**config.mk**
```make
export PLATFORM = sky130hd
export DESIGN_NAME = uart_stream_buffer
export DESIGN_NICKNAME = d
export VERILOG_FILES = /design/src/rtl/uart_buf_pkg.sv /design/src/rtl/byte_fifo.sv /design/src/rtl/uart_stream_buffer.sv
export SDC_FILE = /design/constraint.sdc
export NUM_CORES = 1
export LEC_CHECK = 0
export BUFFER_PORTS_ARGS = -buffer_cell sky130_fd_sc_hd__buf_2
export CORE_ASPECT_RATIO = 0.6
export CORE_MARGIN = 2
export CORE_UTILIZATION = 64
export CTS_BUF_LIST = sky130_fd_sc_hd__clkbuf_2
export CTS_CLUSTER_DIAMETER = 30
export CTS_CLUSTER_SIZE = 10
export DETAILED_ROUTE_END_ITERATION = 10
export GPL_ROUTABILITY_DRIVEN = 0
export PLACE_DENSITY = 0.82
export SETUP_SLACK_MARGIN = 0.1
export SYNTH_ARGS = -nofsm -noshare
export SYNTH_HDL_FRONTEND = slang
export SYNTH_SLANG_ARGS = --single-unit
```
**constraint.sdc**
```tcl
create_clock -name CLK -period 3.2 [get_ports CLK]
set_input_delay 0.16 -clock CLK [delete_from_list [all_inputs] [get_ports CLK]]
set_output_delay 0.16 -clock CLK [all_outputs]
set_load 0.02 [all_outputs]
```
**src/rtl/uart_buf_pkg.sv**
```systemverilog
// Shared types and constants for the UART stream buffer.
//   byte_t        : 8-bit payload type carried by every FIFO.
//   DEFAULT_DEPTH : default number of entries per FIFO.
package uart_buf_pkg;

  typedef logic [7:0] byte_t;

  localparam int DEFAULT_DEPTH = 16;

endpackage

```
**src/rtl/byte_fifo.sv**
```systemverilog
// Single-clock byte FIFO with valid/ready handshakes on both sides.
//   CLK, RST_N          : clock, asynchronous active-low reset
//   in_valid/in_data    : producer offers a byte
//   in_ready            : FIFO can accept (not full, not in reset)
//   out_valid/out_data  : FIFO head byte is available
//   out_ready           : consumer takes the head byte
//   level               : occupancy 0..DEPTH
module byte_fifo
  import uart_buf_pkg::*;
#(
  parameter int DEPTH = DEFAULT_DEPTH,
  localparam int AW = $clog2(DEPTH)
) (
  input  logic        CLK,
  input  logic        RST_N,
  input  logic        in_valid,
  input  byte_t       in_data,
  output logic        in_ready,
  output logic        out_valid,
  output byte_t       out_data,
  input  logic        out_ready,
  output logic [AW:0] level
);

  localparam logic [AW:0] PTR_ONE = {{AW{1'b0}}, 1'b1};

  byte_t       mem [DEPTH];
  logic [AW:0] wp_reg;
  logic [AW:0] rp_reg;
  logic        empty;
  logic        full;
  logic        push;
  logic        pop;

  // Pointers carry one extra bit so that equal addresses can be told apart
  // as "empty" (same lap) or "full" (writer one lap ahead).
  assign empty = (wp_reg == rp_reg);
  assign full  = (wp_reg[AW-1:0] == rp_reg[AW-1:0]) && (wp_reg[AW] != rp_reg[AW]);

  // Ready is forced low while reset is held so nothing is accepted then.
  assign in_ready  = !full && RST_N;
  assign out_valid = !empty;
  assign out_data  = mem[rp_reg[AW-1:0]];
  assign level     = wp_reg - rp_reg;

  assign push = in_valid && in_ready;
  assign pop  = out_valid && out_ready;

  always_ff @(posedge CLK or negedge RST_N) begin
    if (!RST_N) begin
      wp_reg <= '0;
      rp_reg <= '0;
    end else begin
      if (push) wp_reg <= wp_reg + PTR_ONE;
      if (pop)  rp_reg <= rp_reg + PTR_ONE;
    end
  end

  // Storage needs no reset: contents are only observable between rp and wp.
  always_ff @(posedge CLK) begin
    if (push) mem[wp_reg[AW-1:0]] <= in_data;
  end

endmodule

```
**src/rtl/uart_stream_buffer.sv**
```systemverilog
// Byte-stream buffer between the core UART ports and the USB-CDC UART.
// TX: core write port -> FIFO -> USB UART input.
// RX: USB UART output -> FIFO -> core read port.
//   CLK, RST_N                           : clock, asynchronous active-low reset
//   core_wr_valid/core_wr_data/_ready    : core TX byte handshake
//   core_rd_valid/core_rd_data/_ready    : core RX byte handshake
//   usb_in_valid/usb_in_data/_ready      : TX bytes toward the USB UART
//   usb_out_valid/usb_out_data/_ready    : RX bytes from the USB UART
//   tx_level, rx_level                   : FIFO occupancies 0..DEPTH
module uart_stream_buffer
  import uart_buf_pkg::*;
#(
  parameter int DEPTH = DEFAULT_DEPTH,
  localparam int AW = $clog2(DEPTH)
) (
  input  logic        CLK,
  input  logic        RST_N,
  input  logic        core_wr_valid,
  input  byte_t       core_wr_data,
  output logic        core_wr_ready,
  input  logic        core_rd_ready,
  output logic        core_rd_valid,
  output byte_t       core_rd_data,
  output logic        usb_in_valid,
  output byte_t       usb_in_data,
  input  logic        usb_in_ready,
  input  logic        usb_out_valid,
  input  byte_t       usb_out_data,
  output logic        usb_out_ready,
  output logic [AW:0] tx_level,
  output logic [AW:0] rx_level
);

  byte_fifo #(.DEPTH(DEPTH)) tx_fifo (
    .CLK       (CLK),
    .RST_N     (RST_N),
    .in_valid  (core_wr_valid),
    .in_data   (core_wr_data),
    .in_ready  (core_wr_ready),
    .out_valid (usb_in_valid),
    .out_data  (usb_in_data),
    .out_ready (usb_in_ready),
    .level     (tx_level)
  );

  byte_fifo #(.DEPTH(DEPTH)) rx_fifo (
    .CLK       (CLK),
    .RST_N     (RST_N),
    .in_valid  (usb_out_valid),
    .in_data   (usb_out_data),
    .in_ready  (usb_out_ready),
    .out_valid (core_rd_valid),
    .out_data  (core_rd_data),
    .out_ready (core_rd_ready),
    .level     (rx_level)
  );

endmodule
```
==> metrics.yaml <==
relSlewSlack_pct: 55.9
ys_ff_latch: 276
cp_max_fo: 43
final_util_pct: 73.4
antenna_found_initial: 0
io-pin-count: 52
first_pass_iters: 5
ir_drop_mv: 0.504
cts_buffer_depth: 3
io_buffers: 51
cts_sinks: 276
synth_top_family_by_area: "multiplexers"
vias_per_cell: 6.51
max_freq_ghz: 0.333
cts_tree: "built"
finalCriticalPeriod_ps: 3000
wl_per_cell_um: 26.3
worst_slack_ps: 200
path_clk_slew_ps: 180
ys_seq_area_share_pct: 71.8
setup_violations: 0
hold_viol: 0
async_flop_share_pct: 7.25
place_worst_setup_slack_ps: 490
first_iter_violations: 1042
cts_root_buf: "clkbuf_2"
initial_core_util_pct: 66.0
die_h_um: 107
fp.dieW_um: 176
syn_area_per_cell_um2: 19.1
rsz0062_at_grt: "no"
synth-compound-area-share_pct: 4.04
grt_pass1_wl_um: 37700
synth_area_um2: 11400
synth_top_area_share_pct: 67.4
dpl.hpwl_um: 17000
synth_area_leaders: "edfxtp_1, mux4_2, dfrtp_1"
core_area_um2: 17300
p_leak_nw: 4.51
synth-simple-area-share_pct: 3.18
grt_start_max_net_pins: 44
fin_nets: 760
row_count: 37
ctsHtreeMaxLevel: 2
worstSetupEndpointType: "output pin"
status: "finished, final reports clean"
ant_nets: 0
drc_errors: 0
hold_path.class: "input pin to register"
placed_cell_area_um2: 12000
ys.flop_type: "edfxtp_1"
syn-num-nets: 640
yosysUniqueCellTypes: 41
synthMuxAreaShare_pct: 14.2
synth_edf_count: 256
critPathKind: "register to output pin"
power_mw: 11.1
synth_fa_ha_area_share_pct: 2.33
final_max_slew_viol_count: 0
num_vias: 6356
final.setup.tns_ps: 0
yosysTopAreaCell: "edfxtp_1"
cp-start-kind: "register"
drv_cap: 0
arrival_ps: 2840
grt_pass1_vias: 6111
clk_latency_ps: 740
worstMarginPinSlew_ps: 662
synth-xor-area-share_pct: 1.99
synth_warnings: 0
finalCritPeriodShare_pct: 93.7
syn_to_final_growth_pct: 11.1
fin_worst_skew_ps: 44.8
netlist_instances: 598
antenna_cells: 0
gr-total-overflow: 0
stdcell_area_um2: 12700
drt_wl_total_um: 25700
cp_cell_sequence: "buf_4, mux2i_1, a22oi_1, a32oi_1, o21ai_1, buf_2"
cp_slowest_cell: "buf_4"
cts_buffers: 39
grt_usage_pct: 27.9
die-area_um2: 18900
max_stage_delay_ps: 520
power.density_nw_per_um2: 880
crit_required_ps: 3040
drive_gt1_share_pct: 25.0
where the power goes:
part / leakage (nW) / internal [mW] / total, mW / switching, mW
clock network: 0.299 / 0.770 / 1.98 / 1.21
logic: 1.66 / 1.82 / 4.73 / 2.91
registers: 2.55 / 4.23 / 4.44 / 0.206
total: 4.51 / 6.83 / 11.1 / 4.32
Yosys cell counts, types with 5 or more instances:
master	number
a22oi_1	15
xnor2_1	21
edfxtp_1	256
mux4_1	16
a21oi_1	5
nand2_1	17
mux4_2	32
nor2_1	13
dfrtp_1	20
and2_1	6
mux2i_1	48
inv_1	18
nand4_1	7
clkbuf_1	11
o21ai_1	16
a32oi_1	16
buf_2	7
ha_1	18
and4_1	5
nor3b_1	9
cell type report:
| type | count | area [um^2] |
|---|---|---|
| clock buffer | 51 | 255 |
| tap | 234 | 293 |
| inverter | 20 | 75.1 |
| sequential | 276 | 8190 |
| multi-input combinational | 274 | 2940 |
| clock inverter | 15 | 180 |
| fill | 998 | 4600 |
| timing repair buffer | 107 | 739 |
metrics by stage:
step                hold WS (ps)  std cells
floorplan                   -136        598
global placement            28.1        888
detailed placement          31.7        888
CTS                          313        977
global route                 326        977
finish                       376        977
critical path, delay by kind of cell (launching register included):
family	cells	cell delay, ps
AO/OA/AOI/OAI	3	570
flip-flops	1	390
multiplexers	1	430
buffers and inverters	2	690
metal layers:
layer  global-route usage [%]  vias to the layer above  wire length [um]
met2                     38.3                      472             10700
li1                         -                     2675                 -
met3                     7.98                       53              3560
met1                     45.0                     3156             11000
met5                        0                        -                 0
met4                     6.26                        0               449
final timing paths:
kind,depth (start not counted),startpoint,slack (ps),endpoint
max,6,rx_fifo.rp_reg[1],200,core_rd_data[1]
min in group asynchronous,4,RST_N,550,rx_fifo.wp_reg[0]
max in group asynchronous,4,RST_N,1990,rx_fifo.rp_reg[1]
min reg2reg,1,rx_fifo.wp_reg[4],540,rx_fifo.wp_reg[4]
min,2,usb_out_data[7],380,rx_fifo.mem[9][7]
max reg2reg,6,tx_fifo.rp_reg[2],340,tx_fifo.mem[3][5]
timing repair:
action | in CTS | in global routing
endpoints found under the setup margin | 4 | 8
endpoints found under the hold margin | 293 | 0
setup buffers | 0 | 0
gates resized for setup | 1 | 2
hold buffers | 23 | 0
logic make-up (layout without fill, tap and decap cells):
group,after synthesis,in the layout
xor gates and xnor gates,25,25
buffers and inverters,48,193
and+or+nand+nor,67,67
AOI/OAI and AO/OA,66,66
muxes,96,96
adders and majority gates,20,20
DFF,276,276
layout by cell type (no fill, tap or decap), types with 7 or more instances in the layout:
cell	count
a32oi_1	16
buf_4	32
buf_2	51
nand2_1	17
nor3b_1	9
a22oi_1	15
inv_1	18
ha_1	18
o21ai_1	16
dlygate4sd3_1	23
xnor2_1	21
nor2_1	13
edfxtp_1	256
nand4_1	7
mux2i_1	48
mux4_2	32
clkbuf_2	51
mux4_1	16
dfrtp_1	18
Note: power is estimated with default switching activity, not from simulation.
